**config.mk**
```make
export PLATFORM = sky130hd
export DESIGN_NAME = arb_requester
export DESIGN_NICKNAME = d
export VERILOG_FILES = /design/src/rtl/arb_pkg.sv /design/src/rtl/sync_fifo.sv /design/src/rtl/arb_requester.sv
export SDC_FILE = /design/constraint.sdc
export NUM_CORES = 1
export LEC_CHECK = 0
export BUFFER_PORTS_ARGS = -buffer_cell sky130_fd_sc_hd__buf_2
export CAP_MARGIN = 25
export CORE_UTILIZATION = 30
export CTS_CLUSTER_DIAMETER = 200
export DETAILED_ROUTE_END_ITERATION = 10
export HOLD_SLACK_MARGIN = 0.03
export PLACE_DENSITY = 0.44
export SLEW_MARGIN = 20
export SYNTH_ARGS = -nofsm -noshare
export SYNTH_HDL_FRONTEND = slang
export SYNTH_SLANG_ARGS = --single-unit
export TNS_END_PERCENT = 100
```
**constraint.sdc**
```tcl
create_clock -name clk -period 4.65 [get_ports clk]
set_input_delay 0.465 -clock clk [delete_from_list [all_inputs] [get_ports clk]]
set_output_delay 0.465 -clock clk [all_outputs]
set_load 0.005 [all_outputs]
```
**src/rtl/arb_pkg.sv**
```systemverilog
// Shared definitions for the arbiter requester agents: FSM state encoding
// and default parameter values.
package arb_pkg;

  localparam int ARB_DEPTH   = 4;
  localparam int ARB_LEN_W   = 4;
  localparam int ARB_TIMEOUT = 16;
  localparam int ARB_CNT_W   = 8;

  typedef enum logic [1:0] {
    IDLE = 2'd0,
    REQ  = 2'd1,
    GAP  = 2'd2
  } state_t;

endpackage

```
**src/rtl/sync_fifo.sv**
```systemverilog
// Single-clock FIFO with extra-bit read/write pointers so full and empty
// are distinguished without a separate occupancy counter.
module sync_fifo #(
  parameter int WIDTH = 4,
  parameter int DEPTH = 4
) (
  input  logic             clk,
  input  logic             rst,
  input  logic             push,
  input  logic [WIDTH-1:0] push_data,
  input  logic             pop,
  output logic [WIDTH-1:0] pop_data,
  output logic             full,
  output logic             empty
);

  localparam int AW = $clog2(DEPTH);

  logic [AW:0]      wr_ptr;
  logic [AW:0]      rd_ptr;
  logic [WIDTH-1:0] mem [DEPTH];
  logic             do_push;
  logic             do_pop;

  // Pointers agree in the low bits when full or empty; the wrap bit tells them apart.
  assign empty    = (wr_ptr == rd_ptr);
  assign full     = (wr_ptr[AW] != rd_ptr[AW]) && (wr_ptr[AW-1:0] == rd_ptr[AW-1:0]);
  assign do_push  = push && !full;
  assign do_pop   = pop && !empty;
  assign pop_data = mem[rd_ptr[AW-1:0]];

  always_ff @(posedge clk or posedge rst) begin
    if (rst) begin
      wr_ptr <= '0;
      rd_ptr <= '0;
    end else begin
      if (do_push) wr_ptr <= wr_ptr + (AW+1)'(1);
      if (do_pop)  rd_ptr <= rd_ptr + (AW+1)'(1);
    end
  end

  // NOTE: storage is deliberately left out of reset; the pointers alone define
  // which entries are valid, so clearing the array would only add reset fan-out.
  always_ff @(posedge clk) begin
    if (do_push) mem[wr_ptr[AW-1:0]] <= push_data;
  end

endmodule

```
**src/rtl/arb_requester.sv**
```systemverilog
// Requester-side agent for a two-client req/grant arbiter: queues burst jobs,
// holds req for a whole burst, leaves a one-cycle gap between jobs, flags starvation.
module arb_requester
  import arb_pkg::*;
#(
  parameter int DEPTH   = ARB_DEPTH,
  parameter int LEN_W   = ARB_LEN_W,
  parameter int TIMEOUT = ARB_TIMEOUT,
  parameter int CNT_W   = ARB_CNT_W
) (
  input  logic             clk,
  input  logic             rst,
  input  logic             job_valid,
  output logic             job_ready,
  input  logic [LEN_W-1:0] job_len,
  output logic             req,
  input  logic             gnt,
  output logic             beat_valid,
  output logic             beat_last,
  output logic             starve,
  input  logic             starve_clr,
  output logic [CNT_W-1:0] done_cnt
);

  localparam int WAIT_W = $clog2(TIMEOUT + 1);
  localparam logic [WAIT_W-1:0] TIMEOUT_W = WAIT_W'(TIMEOUT);

  state_t            state;
  state_t            state_next;
  logic [LEN_W-1:0]  remaining;
  logic [LEN_W-1:0]  remaining_next;
  logic [LEN_W-1:0]  head_len;
  logic              fifo_full;
  logic              fifo_empty;
  logic              fifo_pop;
  logic              fifo_push;
  logic [WAIT_W-1:0] wait_cnt;
  logic              waiting;
  logic              starve_set;

  assign fifo_push = job_valid && job_ready;
  assign job_ready = !fifo_full;

  sync_fifo #(
    .WIDTH (LEN_W),
    .DEPTH (DEPTH)
  ) u_fifo (
    .clk       (clk),
    .rst       (rst),
    .push      (fifo_push),
    .push_data (job_len),
    .pop       (fifo_pop),
    .pop_data  (head_len),
    .full      (fifo_full),
    .empty     (fifo_empty)
  );

  // req comes straight from the state register, so it is glitch-free toward the arbiter.
  assign req        = (state == REQ);
  assign beat_valid = req && gnt;
  assign beat_last  = beat_valid && (remaining == '0);

  // NOTE: every output of this block gets a default before the case so no path
  // leaves a value unassigned, which would otherwise infer a latch.
  always_comb begin
    state_next     = state;
    remaining_next = remaining;
    fifo_pop       = 1'b0;
    case (state)
      IDLE: begin
        if (!fifo_empty) begin
          fifo_pop       = 1'b1;
          remaining_next = head_len;
          state_next     = REQ;
        end
      end
      REQ: begin
        if (gnt) begin
          if (remaining == '0) state_next     = GAP;
          else                 remaining_next = remaining - LEN_W'(1);
        end
      end
      GAP: begin
        if (!fifo_empty) begin
          fifo_pop       = 1'b1;
          remaining_next = head_len;
          state_next     = REQ;
        end else begin
          state_next = IDLE;
        end
      end
      default: state_next = IDLE;
    endcase
  end

  // NOTE: sequential state uses non-blocking assignments so every register
  // samples pre-edge values regardless of statement order.
  always_ff @(posedge clk or posedge rst) begin
    if (rst) begin
      state     <= IDLE;
      remaining <= '0;
    end else begin
      state     <= state_next;
      remaining <= remaining_next;
    end
  end

  // Starve is requested on the cycle the counter reaches TIMEOUT and on every
  // saturated ungranted cycle after that, which lets set win over clear.
  assign waiting    = req && !gnt;
  assign starve_set = waiting && (wait_cnt >= TIMEOUT_W - WAIT_W'(1));

  always_ff @(posedge clk or posedge rst) begin
    if (rst) begin
      wait_cnt <= '0;
    end else if (waiting) begin
      if (wait_cnt != TIMEOUT_W) wait_cnt <= wait_cnt + WAIT_W'(1);
    end else begin
      wait_cnt <= '0;
    end
  end

  always_ff @(posedge clk or posedge rst) begin
    if (rst) begin
      starve <= 1'b0;
    end else if (starve_set) begin
      starve <= 1'b1;
    end else if (starve_clr) begin
      starve <= 1'b0;
    end
  end

  always_ff @(posedge clk or posedge rst) begin
    if (rst) begin
      done_cnt <= '0;
    end else if (beat_last) begin
      done_cnt <= done_cnt + CNT_W'(1);
    end
  end

endmodule

```
Word level (Yosys, flattened, before mapping)
Memories as Yosys holds them, arrays and structs flattened.
Cells that the tools add are included.
{"block": "totals", "ff_bits": 26, "mem_bits_rw": 16, "out_inout_bits": 13, "word_cells": 61, "n_memories": 1}
{"memory": "u_fifo.mem", "depth": 4, "word_bits": 4, "rd": 1, "rd_ports_with_merged_regs": 0, "wr": 1, "line": "sync_fifo.sv:21", "source": "logic [WIDTH-1:0] mem [DEPTH];"}
{"block": "op_classes", "addsub": 5, "order_cmp": 1, "n_eq_ne": 12, "mux": 17, "n_reduce_logical": 18}
{"cell": "two-way mux 4 bit", "count": 3}
{"cell": "two-way mux 5 bit", "count": 2}
{"cell": "adder 8 x 1 -> 8 bit (second input constant)", "count": 1}
{"cell": "logical AND 1 bit", "count": 8}
{"cell": "one-hot mux 4 bit (2 select lines)", "count": 1}
{"cell": "two-way mux 1 bit", "count": 7}
{"cell": "adder 3 x 1 -> 3 bit (second input constant)", "count": 2}
{"cell": "two-way mux 2 bit", "count": 3}
{"cell": "!= test 2 x 1 -> 1 bit (second input constant)", "count": 3}
{"cell": "!= test 2 bit (second input constant)", "count": 3}
{"cell": "one-hot mux 2 bit (3 select lines)", "count": 1}
{"cell": "adder 5 x 1 -> 5 bit (second input constant)", "count": 1}
{"cell": "greater-or-equal comparator 5 x 4 -> 1 bit (second input constant)", "count": 1}
{"cell": "!= test 5 bit (second input constant)", "count": 1}
{"cell": "logical NOT 4 bit", "count": 1}
{"cell": "AND reduction 4 bit", "count": 1}
{"cell": "nonzero test 2 bit", "count": 2}
{"cell": "subtractor 4 x 1 -> 4 bit (second input constant)", "count": 1}
{"cell": "equality test 3 bit", "count": 1}
{"cell": "logical NOT 1 bit", "count": 3}
{"cell": "AND reduction 3 bit", "count": 1}
{"cell": "equality test 2 x 1 -> 1 bit (second input constant)", "count": 1}
{"cell": "equality test 2 bit", "count": 1}
{"cell": "equality test 2 bit (second input constant)", "count": 1}
{"cell": "3 further kinds", "count": 3}

Depth between registers and ports, before layout
{"block": "logic_depth", "ltp_word": 7, "mapped_depth": 6}

Hierarchy
A second synthesis with hierarchy kept.
{"block": "unflattened", "hier_cells": 172, "area_unflattened_um2": 2149.6}
{"module": "sync_fifo", "instances": 1, "cells_per_inst": 71, "area_per_inst_um2": 1089.8, "seq_area_each_um2": 630.6}
{"module": "arb_requester", "instances": 1, "cells_per_inst": 101, "area_per_inst_um2": 1059.8, "seq_area_each_um2": 500.5}

Least setup slack after synthesis
No wires, ideal clock.
{"block": "synth_path", "path_kind": "register -> register", "from": "register remaining[0]", "to": "register done_cnt[1]", "setup_ps": 125, "t_arrival_ps": 1526, "t_required_ps": 4525, "setup_slack_ps": 2999, "stages_incl_launch_ff": 6, "synth_period_minus_slack_ps": 1651, "cell_sequence": "dfrtp_1 -> inv_1 -> ha_1 -> nand4bb_1 -> nor2_1 -> mux2_2"}
{"block": "synth_between", "elab_chain_cells": 2}
{"item": "from (decl)", "line": "arb_requester.sv:30", "source": "logic [LEN_W-1:0] remaining;"}
{"item": "from (signal assigned)", "line": "arb_requester.sv:104", "source": "remaining <= remaining_next;"}
{"item": "logical NOT 4 bit", "line": "arb_requester.sv:61", "source": "assign beat_last = beat_valid && (remaining == '0);"}
{"item": "logical AND 1 bit", "line": "arb_requester.sv:61"}
{"item": "via beat_last", "line": "arb_requester.sv:19", "source": "output logic beat_last,"}
{"item": "to (signal assigned)", "line": "arb_requester.sv:137", "source": "done_cnt <= done_cnt + CNT_W'(1);"}
{"item": "to (decl)", "line": "arb_requester.sv:22", "source": "output logic [CNT_W-1:0] done_cnt"}
The timed path passes the listed nets, and every way through them passes these cells.
A chain may end at the register's enable or synchronous reset.

Worst setup path in the final report
{"block": "layout_path", "from": "register remaining[0]", "to": "output port beat_last"}
{"block": "layout_between", "elab_chain_cells": 2}
{"item": "logical NOT 4 bit", "line": "arb_requester.sv:61"}
{"item": "logical AND 1 bit", "line": "arb_requester.sv:61"}
{"item": "to (decl)", "line": "arb_requester.sv:19"}
Every way passes these cells.

==> flow_summary_export.csv <==
group,metric,value,unit
power_and_ir_drop,p_leak,1.03,nW
synth,synth_mux_area_share,7.23,%
hold_path,hold_class,"in2async",
synth,synth_top_family_by_area,"simple AND/OR/NAND/NOR gates",
critical_path,cp_top_family,"simple AND/OR/NAND/NOR gates",
synth,yosys_warnings,0,
global_routing,grt_usage,10.8,%
critical_path,r2r_slack,2850,ps
routing,routed_wl,3490,um
cts,cts_buffers,5,
power_and_ir_drop,clkPwrFrac,24.8,%
critical_path,r2r-end,"done_cnt[1]",
critical_path,reg2reg_from,"remaining[0]",
critical_path,worstSetupStartpointType,"flip-flop",
cells_and_area,layout.nets,198,
cts,clock_path_buffers,2,
sta,slew_headroom,62.7,%
die,core_area,0.00646,mm2
synth,synth_compound_area_share,7.23,%
synth,synth_area_leaders,"dfrtp_1, edfxtp_1, ha_1",
global_routing,grt_max_degree,18,
critical_path,worstPathRequired,4180,ps
routing,viasPerCell,4.72,
synth,synth-simple-area-share,11.5,%
synth,ys_types,34,
cells_and_area,antenna-diode-count,0,
critical_path,cp_slowest_cell,"dfrtp_1",
sta,finalSetupTns,0,ps
synth,synth-xor-area-share,9.01,%
die,pin_count,22,
power_and_ir_drop,seq_power_share,43.4,%
sta,drv_slew,0,
sta,timing.final.crit_share,48.3,%
synth,seq_area_frac_synth,55.4,%
synth,synth.top_cell.area_share,31.9,%
cts,post_cts_buffers,0,
global_routing,grt_pass1_vias,1229,
routing,drt-pass1-iter-count,9,
die,die-area,0.00714,mm2
sta,finClkSkew,2.54,ps
cts,clock-sinks,42,
synth,syn_inst,151,
job,drv_cap,0,
power_and_ir_drop,p_int,0.910,mW
synth,ys_ff_latch,42,
routing,vias,1213,
cells_and_area,synthToLayoutAreaGrowth,17.2,%
cts,clock_latency,290,ps
die,start_util,31.6,%
status,outcome,"finished, violations left",
cells_and_area,drive_above_1_share,23.9,%
sta,max_freq,445,MHz
die,fp.dieH,84.5,um
global_routing,antenna_found_initial,0,
sta,rsz0062_at_grt,"false",
sta,finalHoldViolCount,0,
cells_and_area,fin_util,37.0,%
die,die_x,84.5,um
cts,cts_root_buffer,"clkbuf_8",
critical_path,critical-path-max-stage-delay,400,ps
global_routing,grt_pass1_wl,5880,um
global_routing,grt-ovfl-total,0,
synth,synth_fa_ha_area_share,6.13,%
critical_path,cp_cell_sequence,"inv_1, ha_1, nand4bb_1, nor2_1, buf_2",
sta,setup_violations,0,
synth,syn_nets,170,
synth,syn_area,0.00204,mm2
routing,wl_per_cell,13.6,um
power_and_ir_drop,sw_frac_of_total,33.0,%
place,dp_hpwl,2600,um
power_and_ir_drop,report.power.total,1.36,mW
synth,synth_area_per_cell,13.5,um2
place,port_buffers,21,
routing,ant_nets,0,
cts,cts_tree,"yes",
cts,ctsResizeCount,0,
status,violations,"DRC",
synth,yosysTopAreaCell,"dfrtp_1",
cts,ctsHtreeMaxLevel,2,
die,num_rows,29,
critical_path,worstPathMaxFanout,5,
power_and_ir_drop,vdd_drop_max,0.000232,V
cells_and_area,fill_cells,645,
cts,path_clk_slew,80,ps
sta,fin_crit,2250,ps
critical_path,endpoint_kind,"output pin",
power_and_ir_drop,switchingPower,0.449,mW
power_and_ir_drop,p_per_area,568,mW/mm2
critical_path,cp.arrival,1780,ps
place,place_congestion,0.725,
power_and_ir_drop,p_comb_share,31.8,%
cts,cts-hold-fix-buffers,0,
critical_path,setup.worst_path.class,"reg2out",
critical_path,reg2regPathDepth,5,
routing,drtIter0Drc,37,
critical_path,cp_num_buf_inv,2,
sta,tightest_slew,555,ps
routing,drc,3,
-- cells by family (layout without fill, tap and decap cells) --
family | after synthesis | after routing
compound gates | 14 | 14
flops | 42 | 42
xor+xnor | 18 | 18
simple gates | 42 | 42
mux | 8 | 8
buf+inv | 17 | 46
fa+ha+maj | 10 | 10
-- worst reg2reg max path, stage by stage (launching register included) --
cell       delay, ps
dfrtp_1          400
inv_1             80
ha_1             250
nand4bb_1        230
nor2_1           350
mux2_2           380
-- worst max-delay path by stage --
| stage | from | endpoint | slack, ps | cells after the start |
|---|---|---|---|---|
| after floorplan | remaining[0] | done_cnt[1] | 3000 | 5 |
| after global placement | remaining[0] | beat_last | 2780 | 5 |
| after detailed placement | remaining[0] | beat_last | 2720 | 5 |
| after CTS | remaining[0] | beat_last | 2390 | 5 |
| after global routing | remaining[0] | beat_last | 2270 | 5 |
| final | remaining[0] | beat_last | 2400 | 5 |
-- sequential cells by signal, summed over array words and instances, names as in the netlist --
signal,flops
starve,1
done_cnt,8
wait_cnt,5
remaining,4
u_fifo.mem,16
state,2
u_fifo.wr_ptr,3
u_fifo.rd_ptr,3
-- cell usage in the layout, fill, tap and decap left out, types with 2 or more instances in the layout --
| cell | n |
|---|---|
| xnor2_1 | 11 |
| xor2_1 | 5 |
| edfxtp_1 | 16 |
| o22ai_1 | 2 |
| nand2_1 | 9 |
| mux2i_1 | 2 |
| clkbuf_8 | 5 |
| a31oi_1 | 2 |
| o21ai_0 | 2 |
| mux4_1 | 4 |
| nor2_1 | 6 |
| and3_1 | 2 |
| mux2_2 | 2 |
| a31oi_4 | 2 |
| ha_1 | 10 |
| and2_1 | 3 |
| nand4_1 | 5 |
| nand3_1 | 3 |
| inv_1 | 16 |
| nor3_1 | 8 |
| bufinv_16 | 2 |
| dfrtp_1 | 26 |
| a21oi_1 | 2 |
| buf_2 | 21 |
-- per-stage QoR --
step           setup slack (ps)  cell area (um2)  cells  hold WS, ps
3_5_place_dp               2720             2260    249          470
2_1_floorplan              3000             2040    151          468
3_3_place_gp               2780             2230    248          463
5_1_grt                    2270             2390    257          213
6_report                   2400             2390    257          181
4_1_cts                    2390             2390    257          186
-- cells in the mapped netlist --
| cell | n |
|---|---|
| a21o_2 | 1 |
| a21oi_1 | 2 |
| a22oi_2 | 1 |
| a311oi_4 | 1 |
| a31oi_1 | 2 |
| a31oi_4 | 2 |
| and2_1 | 3 |
| and2_4 | 1 |
| and3_1 | 2 |
| buf_6 | 1 |
| dfrtp_1 | 26 |
| edfxtp_1 | 16 |
| ha_1 | 10 |
| inv_1 | 16 |
| mux2_2 | 2 |
| mux2i_1 | 2 |
| mux4_1 | 4 |
| nand2_1 | 9 |
| nand2b_4 | 1 |
| nand3_1 | 3 |
| nand4_1 | 5 |
| nand4bb_1 | 1 |
| nor2_1 | 6 |
| nor3_1 | 8 |
| nor3_2 | 1 |
| o211ai_2 | 1 |
| o21ai_0 | 2 |
| o22ai_1 | 2 |
| or2_4 | 1 |
| or2b_1 | 1 |
| xnor2_1 | 11 |
| xnor2_2 | 1 |
| xnor2_4 | 1 |
| xor2_1 | 5 |
-- area by class of cell --
cell class / count / area [um2] / share of cell area [%]
Clock buffer: 5 / 68.8 / 2.88
Multi-Input combinational cell: 92 / 838 / 35.1
Inverter: 16 / 60.1 / 2.51
Clock inverter: 3 / 63.8 / 2.67
Sequential cell: 42 / 1130 / 47.3
Timing Repair Buffer: 22 / 133 / 5.55
Tap cell: 77 / 96.3 / 4.03
-- routing by layer --
| metal | part of all wire, % | global-route usage (%) | vias to the layer above |
|---|---|---|---|
| met1 | 47 | 13.0 | 593 |
| met4 | 1.2 | 4.16 | 0 |
| met5 | 0 | 0 | - |
| met3 | 4.8 | 3.24 | 4 |
| met2 | 48 | 18.2 | 25 |
| li1 | - | - | 591 |
-- power by group through the flow --
stage / Clock [mW] / Combinational (mW) / Sequential [mW]
after floorplan: 0 / 0.376 / 0.560
after global placement: 0 / 0.430 / 0.594
after detailed placement: 0 / 0.441 / 0.602
after CTS: 0.349 / 0.443 / 0.594
after global routing: 0.366 / 0.478 / 0.606
final: 0.337 / 0.432 / 0.590
Note: power is estimated with default switching activity, not from simulation.
